[src/rtl/mem_arbiter_if.sv]
// Bus bundle for mem_arbiter: CPU (c_*) and loader/DMA (d_*) request ports, memory side, status.
// slave = arbiter view; master = requesters plus memory view.
interface mem_arbiter_if #(
  parameter int unsigned AW = 32,
  parameter int unsigned DW = 32
);
  logic          c_req;
  logic          c_we;
  logic [AW-1:0] c_addr;
  logic [DW-1:0] c_wdata;
  logic [DW-1:0] c_rdata;
  logic          c_ack;

  logic          d_req;
  logic          d_we;
  logic [AW-1:0] d_addr;
  logic [DW-1:0] d_wdata;
  logic [DW-1:0] d_rdata;
  logic          d_ack;

  logic          mem_enab;
  logic [AW-1:0] mem_addr;
  logic [DW-1:0] mem_wdata;
  logic [DW-1:0] mem_rdata;

  logic          busy;
  logic          owner;

  modport slave (
    input  c_req, c_we, c_addr, c_wdata,
    output c_rdata, c_ack,
    input  d_req, d_we, d_addr, d_wdata,
    output d_rdata, d_ack,
    output mem_enab, mem_addr, mem_wdata,
    input  mem_rdata,
    output busy, owner
  );

  modport master (
    output c_req, c_we, c_addr, c_wdata,
    input  c_rdata, c_ack,
    output d_req, d_we, d_addr, d_wdata,
    input  d_rdata, d_ack,
    input  mem_enab, mem_addr, mem_wdata,
    output mem_rdata,
    input  busy, owner
  );
endinterface

[src/rtl/mem_arbiter.sv]
// Two-port (CPU / loader-DMA) arbiter for a single unified memory, one word transaction at a time.
// Define MEM_ARB_ROUND_ROBIN_EN to alternate grants on simultaneous requests instead of fixed CPU priority.
module mem_arbiter #(
  parameter int unsigned AW      = 32,
  parameter int unsigned DW      = 32,
  parameter int unsigned MEM_LAT = 1
) (
  input  logic          clk,
  input  logic          reset,
  mem_arbiter_if.slave  bus
);
  typedef enum logic [1:0] {IDLE, ACCESS, ACK} state_t;

  localparam logic [3:0] LAT_INIT = 4'(MEM_LAT - 1);

  if (MEM_LAT < 1 || MEM_LAT > 15) begin : g_lat_check
    $error("mem_arbiter: MEM_LAT must be in 1..15");
  end

  state_t        state_q, state_d;
  logic          win_q, win_d;
  logic          we_q, we_d;
  logic [AW-1:0] addr_q, addr_d;
  logic [DW-1:0] wdata_q, wdata_d;
  logic [3:0]    lat_q, lat_d;
  logic [DW-1:0] c_rdata_q, c_rdata_d;
  logic [DW-1:0] d_rdata_q, d_rdata_d;
  logic          any_req, grant, pick;

  assign any_req = bus.c_req | bus.d_req;
  assign grant   = (state_q == IDLE) && any_req;

`ifdef MEM_ARB_ROUND_ROBIN_EN
  logic last_owner_q;

  assign pick = (bus.c_req && bus.d_req) ? ~last_owner_q : ~bus.c_req;

  always_ff @(posedge clk) begin
    if (reset)      last_owner_q <= 1'b0;
    else if (grant) last_owner_q <= pick;
  end
`else
  assign pick = ~bus.c_req;
`endif

  always_ff @(posedge clk) begin
    if (reset) begin
      state_q   <= IDLE;
      win_q     <= 1'b0;
      we_q      <= 1'b0;
      addr_q    <= '0;
      wdata_q   <= '0;
      lat_q     <= '0;
      c_rdata_q <= '0;
      d_rdata_q <= '0;
    end else begin
      state_q   <= state_d;
      win_q     <= win_d;
      we_q      <= we_d;
      addr_q    <= addr_d;
      wdata_q   <= wdata_d;
      lat_q     <= lat_d;
      c_rdata_q <= c_rdata_d;
      d_rdata_q <= d_rdata_d;
    end
  end

  always_comb begin
    state_d = state_q;
    unique case (state_q)
      IDLE:    if (any_req) state_d = ACCESS;
      ACCESS:  if (lat_q == '0) state_d = ACK;
      ACK:     state_d = IDLE;
      default: state_d = IDLE;
    endcase
  end

  // Latched request regs only change on a grant, so they double as the held memory address/data.
  always_comb begin
    win_d     = win_q;
    we_d      = we_q;
    addr_d    = addr_q;
    wdata_d   = wdata_q;
    lat_d     = lat_q;
    c_rdata_d = c_rdata_q;
    d_rdata_d = d_rdata_q;
    if (grant) begin
      win_d   = pick;
      we_d    = pick ? bus.d_we    : bus.c_we;
      addr_d  = pick ? bus.d_addr  : bus.c_addr;
      wdata_d = pick ? bus.d_wdata : bus.c_wdata;
      lat_d   = LAT_INIT;
    end
    if (state_q == ACCESS) begin
      if (lat_q != '0) lat_d = lat_q - 4'd1;
      else if (win_q)  d_rdata_d = bus.mem_rdata;
      else             c_rdata_d = bus.mem_rdata;
    end
  end

  always_comb begin
    bus.busy      = (state_q != IDLE);
    bus.owner     = win_q;
    bus.c_ack     = (state_q == ACK) && !win_q;
    bus.d_ack     = (state_q == ACK) &&  win_q;
    bus.c_rdata   = c_rdata_q;
    bus.d_rdata   = d_rdata_q;
    bus.mem_enab  = (state_q == ACCESS) && (lat_q == LAT_INIT) && we_q;
    bus.mem_addr  = addr_q;
    bus.mem_wdata = wdata_q;
  end
endmodule

[src/flat_wrapper.sv]
// flat-port wrapper written by rule: the top's interface ports become plain ports
module mem_arbiter_flat 
#(
  parameter int unsigned AW      = 32,
  parameter int unsigned DW      = 32,
  parameter int unsigned MEM_LAT = 1
)
  (clk, reset, bus_c_req, bus_c_we, bus_c_addr, bus_c_wdata, bus_c_rdata, bus_c_ack, bus_d_req, bus_d_we, bus_d_addr, bus_d_wdata, bus_d_rdata, bus_d_ack, bus_mem_enab, bus_mem_addr, bus_mem_wdata, bus_mem_rdata, bus_busy, bus_owner);
  mem_arbiter_if #(.AW(AW), .DW(DW)) bus_i ();
  input  logic clk;
  input  logic reset;
  input wire logic [$bits(bus_i.c_req)-1:0] bus_c_req;
  input wire logic [$bits(bus_i.c_we)-1:0] bus_c_we;
  input wire logic [$bits(bus_i.c_addr)-1:0] bus_c_addr;
  input wire logic [$bits(bus_i.c_wdata)-1:0] bus_c_wdata;
  output wire logic [$bits(bus_i.c_rdata)-1:0] bus_c_rdata;
  output wire logic [$bits(bus_i.c_ack)-1:0] bus_c_ack;
  input wire logic [$bits(bus_i.d_req)-1:0] bus_d_req;
  input wire logic [$bits(bus_i.d_we)-1:0] bus_d_we;
  input wire logic [$bits(bus_i.d_addr)-1:0] bus_d_addr;
  input wire logic [$bits(bus_i.d_wdata)-1:0] bus_d_wdata;
  output wire logic [$bits(bus_i.d_rdata)-1:0] bus_d_rdata;
  output wire logic [$bits(bus_i.d_ack)-1:0] bus_d_ack;
  output wire logic [$bits(bus_i.mem_enab)-1:0] bus_mem_enab;
  output wire logic [$bits(bus_i.mem_addr)-1:0] bus_mem_addr;
  output wire logic [$bits(bus_i.mem_wdata)-1:0] bus_mem_wdata;
  input wire logic [$bits(bus_i.mem_rdata)-1:0] bus_mem_rdata;
  output wire logic [$bits(bus_i.busy)-1:0] bus_busy;
  output wire logic [$bits(bus_i.owner)-1:0] bus_owner;
  assign bus_i.c_req = bus_c_req;
  assign bus_i.c_we = bus_c_we;
  assign bus_i.c_addr = bus_c_addr;
  assign bus_i.c_wdata = bus_c_wdata;
  assign bus_c_rdata = bus_i.c_rdata;
  assign bus_c_ack = bus_i.c_ack;
  assign bus_i.d_req = bus_d_req;
  assign bus_i.d_we = bus_d_we;
  assign bus_i.d_addr = bus_d_addr;
  assign bus_i.d_wdata = bus_d_wdata;
  assign bus_d_rdata = bus_i.d_rdata;
  assign bus_d_ack = bus_i.d_ack;
  assign bus_mem_enab = bus_i.mem_enab;
  assign bus_mem_addr = bus_i.mem_addr;
  assign bus_mem_wdata = bus_i.mem_wdata;
  assign bus_i.mem_rdata = bus_mem_rdata;
  assign bus_busy = bus_i.busy;
  assign bus_owner = bus_i.owner;
  mem_arbiter #(.AW(AW), .DW(DW), .MEM_LAT(MEM_LAT)) u_core (.clk(clk), .reset(reset), .bus(bus_i));
endmodule
[config.mk]
export PLATFORM = sky130hd
export DESIGN_NAME = mem_arbiter_flat
export DESIGN_NICKNAME = d
export VERILOG_FILES = /design/src/rtl/mem_arbiter_if.sv /design/src/rtl/mem_arbiter.sv /design/src/flat_wrapper.sv
export SDC_FILE = /design/constraint.sdc
export NUM_CORES = 1
export LEC_CHECK = 0
export ABC_AREA = 1
export BUFFER_PORTS_ARGS = -buffer_cell sky130_fd_sc_hd__buf_4
export CAP_MARGIN = 20
export CORE_UTILIZATION = 35
export DETAILED_ROUTE_END_ITERATION = 6
export PLACE_DENSITY = 0.75
export SLEW_MARGIN = 20
export SYNTH_ARGS = -nofsm -noshare
export SYNTH_HDL_FRONTEND = slang
export SYNTH_SLANG_ARGS = --single-unit
[constraint.sdc]
create_clock -name clk -period 1.6 [get_ports clk]
set_clock_uncertainty 0.2 [all_clocks]
set_input_delay 0.24 -clock clk [delete_from_list [all_inputs] [get_ports clk]]
set_output_delay 0.24 -clock clk [all_outputs]
set_load 0.05 [all_outputs]
# Word-level counts from Yosys, hierarchy flattened
# Index checks and enable logic that the tools add are counted.
[totals] mem_bits_ro=0 ram_bits=0 in_bits=166 latch_bits=0 memories=0 ff_bits=136 out_inout_bits=133
[op_classes] n_div=0 n_mux=9 n_shift=0 order_cmp=0 n_eq_ne=4 addsub=1 mul=0 n_reduce_logical=13 n_bitwise=4
[op_table] op="32-bit 2-to-1 mux" n=2
[op_table] op="4-bit 2-to-1 mux" n=3
[op_table] op="3-bit AND reduction" n=2
[op_table] op="1-bit logical AND" n=5
[op_table] op="4-bit logical NOT" n=1
[op_table] op="2-bit 2-to-1 mux" n=2
[op_table] op="2-bit by 1-bit inequality test with 1-bit output, second input constant" n=2
[op_table] op="2-bit one-hot mux with 2 select lines" n=1
[op_table] op="4-bit nonzero test" n=1
[op_table] op="4-bit by 1-bit subtractor with 4-bit output, second input constant" n=1
[op_table] op="1-bit inverter" n=3
[op_table] op="2-bit by 1-bit equality test with 1-bit output, second input constant" n=1
[op_table] op="2-bit equality test, second input constant" n=1
[op_table] op="2-bit logical NOT" n=1
[op_table] op="2-bit AND reduction" n=1
[op_table] op="2-bit nonzero test" n=1
[op_table] op="1-bit logical NOT" n=1
[op_table] op="1-bit 2-to-1 mux" n=1
[op_table] op="1-bit bitwise OR" n=1

# Longest topological paths before layout
# Gate-level depths: netlist of the first run.
[depth] depth_word=5 mapped_depth=9

# Least setup slack after synthesis of the first run
# OpenSTA, ideal clock, no wires.
[synth_timing] path_type="reg-to-output" start="register u_core.win_q (netlist: u_core.bus.owner)" end="output port bus_d_ack" stages_incl_launch_ff=5 t_arrival_ps=2247 path_buffers=2 t_required_ps=1160 slack_ps=-1087 cell_sequence="dfxtp_1 > buf_2 > inv_1 > buf_1 > nor3_1"
[synth_via] elab_chain_cells=1
[synth_lines] element="from (decl)" line_no="mem_arbiter.sv:21" text="logic win_q, win_d;"
[synth_lines] element="from (signal assigned)" line_no="mem_arbiter.sv:58" text="win_q <= win_d;"
[synth_lines] element="1-bit logical AND" line_no="mem_arbiter.sv:105" text="bus.d_ack = (state_q == ACK) && win_q;"
[synth_lines] element="to (decl)" line_no="flat_wrapper.sv:23" text="output wire logic [$bits(bus_i.d_ack)-1:0] bus_d_ack;"
# Every way passes these cells.

# Worst setup path in the final report of the first run
[layout_timing] start="register u_core.lat_q[0]" end="output port bus_mem_enab"
[layout_via] elab_chain_cells=3
[layout_lines] element="from (decl)" line_no="mem_arbiter.sv:25" text="logic [3:0] lat_q, lat_d;"
[layout_lines] element="from (signal assigned)" line_no="mem_arbiter.sv:62" text="lat_q <= lat_d;"
[layout_lines] element="4-bit logical NOT" line_no="mem_arbiter.sv:108" text="bus.mem_enab = (state_q == ACCESS) && (lat_q == LAT_INIT) && we_q;"
[layout_lines] element="1-bit logical AND (2 in a row)" line_no="mem_arbiter.sv:108"
[layout_lines] element="to (decl)" line_no="flat_wrapper.sv:24" text="output wire logic [$bits(bus_i.mem_enab)-1:0] bus_mem_enab;"
# Every way passes these cells.

==> reports/qor.csv, run 1 <==
stage;metric;value;unit
drt;first_pass_iters;6;
finish;fin_nets;1583;
sta;final_hold_viol_count;5;
placement;portBuffers;298;
flow_run;maxCapViolations;0;
grt;grt_pass1_wl;38400;um
drt;wl_met2;12200;um
sta;timing.slew.headroom;0.741;
drt;wl_per_cell;15.1;um
clock_network;cts_made_buffers;17;
sta;timing.fmax;0.542;GHz
drt;wl;25100;um
sta;rsz0062_at_grt;true;
finish;num-fill-cells;1353;
synth;ys_warn_count;0;
synth;synth_area;6210;um2
drt;drtIter0Drc;458;
synth;yosysSeqAreaShare;0.439;
clock_network;cts-root-buf;clkbuf_16;
synth;synth-seq-cells;136;
grt;overflow;0;
synth;syn_inst;990;
sta;tightestPinTransition;0.388;ns
sta;setup_tns;-4.08;ns
clock_network;htree_num_levels;4;
power_and_ir_drop;vdd_ir_drop_max;0.743;mV
outcome;failed_checks;negative hold slack, negative setup slack;
synth;ys_types;20;
placement;dpl_cell_area;8830;um2
floorplanning;fp.dieArea;18300;um2
grt;grt_pass1_vias;7691;
grt;grt_max_degree;60;
setup_path;crit_type;register to output pin;
grt;antenna_found_initial;1;
finish;finish.utilization;0.640;
clock_network;path_clk_slew;0.06;ns
placement;dp.cells;1476;
finish;syn2layout_area_growth;78.4;%
synth;syn_area_per_cell;6.27;um2
drt;wl_met1;9420;um
drt;dr_total_vias;7926;
setup_path;cp_max_fo;2;
clock_network;cts_tree;built;
floorplanning;chipHeight;135;um
sta;period_share;1.15;
setup_path;end_kind;output pin;
drt;top_layer;met4;
outcome;outcome;finished, violations left;
floorplanning;dieWidth;135;um
setup_path;path_cells;inv_2 -> ha_4 -> nand2_4 -> nor2_4 -> inv_2 -> nor2_4 -> buf_8;
clock_network;insertion_delay;0.42;ns
finish;postLayoutCellArea;11100;um2
placement;place_ws;-0.00765;ns
finish;stdcell_count;1655;
sta;setup_viol_count_final;57;
setup_path;cp_slowest_stage_delay;0.32;ns
drt;via_per_inst;4.79;
synth;syn_nets;1157;
clock_network;cts.path.max_buffers;2;
finish;drive_gt1_frac;0.276;
sta;hold_ws;-0.0502;ns
setup_path;crit_required;1.16;ns
power_and_ir_drop;report.power.total;12.2;mW
drt;ant_nets;0;
setup_path;critPathSlowestCell;dfxtp_2;
setup_path;critPathLaunchType;register;
min_path;hp-class;input pin to register;
placement;hpwl;13700;um
floorplanning;fp.coreArea;17300;um2
placement;place.gp.congestion;0.866;
floorplanning;ios;299;
power_and_ir_drop;p_leak;5.72;nW
floorplanning;rows;48;
grt;grt_usage;0.271;
sta;setup_slack;-0.245;ns
sta;maxSlewViolCount;0;
setup_path;arrival;1.41;ns
power_and_ir_drop;p_per_area;1110;nW/um2
clock_network;clock_sinks;136;
floorplanning;start_util;0.359;
drt;wl_met3;2180;um
sta;min_period;1.85;ns
drt;drc;0;
## logic make-up after synthesis
kind of cell    share of synthesized area
xor+xnor                          0.00141
simple gates                        0.383
fa+ha+maj                         0.00202
flops                               0.439
compound gates                     0.0611
buf+inv                             0.114
## state kept, by name (all words and copies together) (netlist names)
register,flops
u_core.bus.mem_wdata,32
u_core.bus.owner,1
u_core.bus.mem_addr,32
u_core.bus.d_rdata,32
u_core.bus.c_rdata,32
u_core.state_q,2
u_core.we_q,1
u_core.lat_q,4
## layout by cell type, fill, tap and decap left out, drive strengths merged
master / Yosys / routed
nor3: 3 / 3
nand3: 68 / 68
bufbuf: 0 / 1
diode: 0 / 1
nor2: 233 / 233
dfxtp: 136 / 136
clkbuf: 15 / 21
bufinv: 0 / 5
a21oi: 7 / 7
nand2: 301 / 301
xor2: 1 / 1
ha: 1 / 1
o21ai: 68 / 68
clkinv: 0 / 6
inv: 109 / 109
dlygate4sd3: 0 / 136
buf: 48 / 331
dlymetal6s4s: 0 / 1
clkinvlp: 0 / 1
## Yosys cell counts
cell      instances  area share
nand2_1         300        0.18
nor2_1          230        0.14
dfxtp_1         136        0.44
inv_1           107       0.065
nand3_1          68       0.055
o21ai_1          40       0.032
buf_2            29       0.023
o21ai_0          27       0.022
clkbuf_1         15      0.0091
buf_1            12      0.0073
a21oi_1           7      0.0056
buf_4             7      0.0085
nor2_2            3      0.0030
inv_2             2      0.0012
nor3_1            2      0.0016
ha_1              1      0.0020
nand2_2           1      0.0010
nor3_2            1      0.0016
o21ai_2           1      0.0014
xor2_1            1      0.0014
## path summary, 6_finish.rpt
path | depth (start not counted) | endpoint | start | slack (ns)
worst max-delay path | 7 | bus_mem_enab | u_core.lat_q[0] | -0.25
worst min register to register | 2 | u_core.bus.mem_addr[25] | u_core.bus.mem_addr[25] | 0.28
worst max register to register | 10 | u_core.bus.d_rdata[19] | u_core.lat_q[0] | -0.19
worst min-delay path | 5 | u_core.bus.mem_wdata[23] | bus_c_wdata[23] | -0.05
## area by class of cell
cell class	count	area, um2	share of cell area
inverter	109	414	0.0374
tap	225	282	0.0254
antenna	1	2.50	0.000226
clock inverter	12	199	0.0180
multi-input combinational	682	2880	0.260
sequential	136	2730	0.247
timing repair buffer	470	4110	0.371
clock buffer	20	447	0.0403
## report_power, final
group	total, mW	switching [mW]	internal [mW]
clock	4.32	1.51	2.81
sequential	3.97	0.219	3.75
combinational	3.96	2.52	1.44
total	12.2	4.25	8.00
## worst max-delay path, delay by kind of cell (launching register included)
family        cells  cell delay [ns]
fa+ha+maj         1             0.14
buf+inv           3             0.28
flops             1             0.32
simple gates      3             0.26
## per-layer routing
metal / vias to the layer above / GRT usage
met1: 3553 / 0.296
met5: - / 0
met4: 0 / 0.164
met2: 446 / 0.469
li1: 3838 / -
met3: 89 / 0.0733
## what timing repair did
action,in CTS,in global routing
endpoints found under the hold margin,125,1
pin swaps,4,16
resized for setup,14,18
endpoints found under the setup margin,17,105
hold buffers,148,1
setup buffers,5,1
cloned,2,1
Power figures use the tool's default switching activity.
==> run 2, diff against run 1 <==
--- a/config.mk
+++ b/config.mk
@@ -9,6 +9,7 @@
 export BUFFER_PORTS_ARGS = -buffer_cell sky130_fd_sc_hd__buf_4
 export CAP_MARGIN = 20
 export CORE_UTILIZATION = 35
+export CTS_BUF_LIST = sky130_fd_sc_hd__clkbuf_8 sky130_fd_sc_hd__clkbuf_16
 export DETAILED_ROUTE_END_ITERATION = 6
 export PLACE_DENSITY = 0.75
 export SLEW_MARGIN = 20
==> run 2 against run 1 <==
  * The flow still finishes with violations (negative hold slack, negative setup slack)
  * Cell area did not move
  * Critical endpoint unchanged
  * Count of clock-buffer cells in the layout down 2
  * Clock power hardly changed
  * Non-clock buffer count unchanged
  * Power down 0.11%
  * Critical path depth did not move
  * Wire length rose by 0.14%
==> reports/qor.csv, run 2 (same netlist as run 1, synthesis figures left out) <==
stage;metric;value;unit;change
power_and_ir_drop;p_per_area;1110;nW/um2;-0.11%
power_and_ir_drop;vdd_ir_drop_max;0.738;mV;-0.79%
floorplanning;dieWidth;135;um;unchanged
finish;stdcell_count;1655;;unchanged
clock_network;clock_sinks;136;;unchanged
clock_network;cts-root-buf;clkbuf_16;;
floorplanning;rows;48;;unchanged
power_and_ir_drop;p_leak;5.73;nW;+0.14%
sta;setup_slack;-0.238;ns;+0.00756 ns
setup_path;critPathLaunchType;register;;
min_path;min_from;bus_c_wdata[23];;
setup_path;end_kind;output pin;;
grt;grt_pass1_vias;7691;;unchanged
drt;wl_per_cell;15.2;um;+0.14%
placement;place_ws;-0.00765;ns;unchanged
drt;first_pass_iters;5;;-1
drt;wl;25100;um;+0.14%
clock_network;insertion_delay;0.41;ns;about the same
sta;timing.slew.headroom;0.741;;about the same
outcome;failed_checks;negative hold slack, negative setup slack;;
floorplanning;start_util;0.359;;unchanged
grt;antenna_found_initial;1;;unchanged
drt;drtIter0Drc;443;;-3.3%
setup_path;crit_required;1.16;ns;about the same
sta;final_hold_viol_count;5;;unchanged
setup_path;arrival;1.40;ns;about the same
outcome;outcome;finished, violations left;;
placement;dp.cells;1476;;unchanged
grt;grt_max_degree;60;;unchanged
drt;drc;0;;unchanged
drt;via_per_inst;4.80;;+0.32%
finish;syn2layout_area_growth;78.4;%;unchanged
clock_network;htree_num_levels;4;;unchanged
finish;multi_input_area;2880;um2;unchanged
setup_path;cp_max_fo;2;;unchanged
setup_path;crit_type;register to output pin;;
clock_network;path_clk_slew;0.06;ns;about the same
sta;hold_ws;-0.0485;ns;+0.00170 ns
grt;grt_pass1_wl;38400;um;unchanged
flow_run;maxCapViolations;0;;unchanged
finish;drive_gt1_frac;0.276;;unchanged
placement;dpl_cell_area;8830;um2;unchanged
finish;seq_area;2730;um2;unchanged
finish;num-fill-cells;1353;;unchanged
setup_path;r2r-start;u_core.lat_q[0];;
sta;maxSlewViolCount;0;;unchanged
sta;min_period;1.84;ns;-0.00756 ns
sta;period_share;1.15;;-0.00472
setup_path;critPathLaunch;u_core.lat_q[0];;
clock_network;cts_tree;built;;
floorplanning;fp.dieArea;18300;um2;unchanged
min_path;hp-class;input pin to register;;
clock_network;cts_made_buffers;17;;unchanged
grt;overflow;0;;unchanged
finish;postLayoutCellArea;11100;um2;unchanged
floorplanning;chipHeight;135;um;unchanged
drt;ant_nets;0;;unchanged
sta;setup_viol_count_final;56;;-1.8%
placement;hpwl;13700;um;unchanged
sta;tightestPinTransition;0.388;ns;+0.000539 ns
placement;portBuffers;298;;unchanged
finish;final_common_cell;buf_4;;
floorplanning;fp.coreArea;17300;um2;unchanged
sta;rsz0062_at_grt;true;;
grt;grt_usage;0.271;;unchanged
drt;dr_total_vias;7951;;+0.32%
finish;fin_nets;1583;;unchanged
placement;place.gp.congestion;0.866;;unchanged
sta;timing.fmax;0.544;GHz;+0.41%
finish;final_cell_mix;buf_4 (312), nand2_1 (298), nor2_1 (228), dlygate4sd3_1 (136), dfxtp_1 (131);;
floorplanning;ios;299;;unchanged
clock_network;cts.path.max_buffers;2;;unchanged
[run 2: final timing paths]
path	endpoint	slack, ns	cells past startpoint
worst min register to register	u_core.bus.mem_addr[25]	0.28	2
worst min-delay path	u_core.bus.mem_wdata[23]	-0.05	5
worst max register to register	u_core.bus.d_rdata[19]	-0.19	10
worst max-delay path	bus_mem_enab	-0.24	7
[run 2: worst max-delay path: stages (launching register included)]
cell and delay (ns):
dfxtp_2 0.32, inv_2 0.07, ha_4 0.14, nand2_4 0.06, nor2_4 0.11, inv_2 0.06
nor2_4 0.08, buf_8 0.15
[run 2: area by class of cell]
class | instances | share of cell area
Timing Repair Buffer | 470 | 0.371
Multi-Input combinational cell | 682 | 0.260
Sequential cell | 136 | 0.247
Clock buffer | 18 | 0.0397
Inverter | 109 | 0.0374
Tap cell | 225 | 0.0254
Clock inverter | 14 | 0.0186
Antenna cell | 1 | 0.000226
[run 2: timing repair]
item / CTS / global route
setup buffers: 5 / 1
endpoints found under the setup margin: 17 / 105
hold buffers: 148 / 1
pin swaps: 4 / 16
endpoints found under the hold margin: 125 / 1
gates resized for setup: 14 / 18
gates cloned: 2 / 1
[run 2: per-layer routing]
metal | track usage | part of all wire | vias up
li1 | - | - | 3836
met1 | 0.296 | 0.38 | 3567
met2 | 0.469 | 0.49 | 469
met3 | 0.0733 | 0.087 | 79
met4 | 0.164 | 0.047 | 0
met5 | 0 | 0 | -
[run 2: per-stage QoR]
stage                     setup TNS, ns  hold WS (ns)  power (mW)   util
after CTS                         -3.57       0.00134        12.2  0.642
final                             -3.81       -0.0485        12.2  0.640
after global placement                0         0.264        7.47  0.510
after global routing             -10.02     0.0000677        12.7  0.640
after floorplan                 -0.0446         0.102        6.26      -
after detailed placement       -0.00765         0.273        7.50  0.510
[run 2: power breakdown]
group	switching [mW]	leakage [nW]	total, mW	internal [mW]
Combinational	2.52	4.29	3.96	1.44
Clock	1.51	0.322	4.30	2.79
Sequential	0.219	1.12	3.97	3.75
Total	4.24	5.73	12.2	7.99
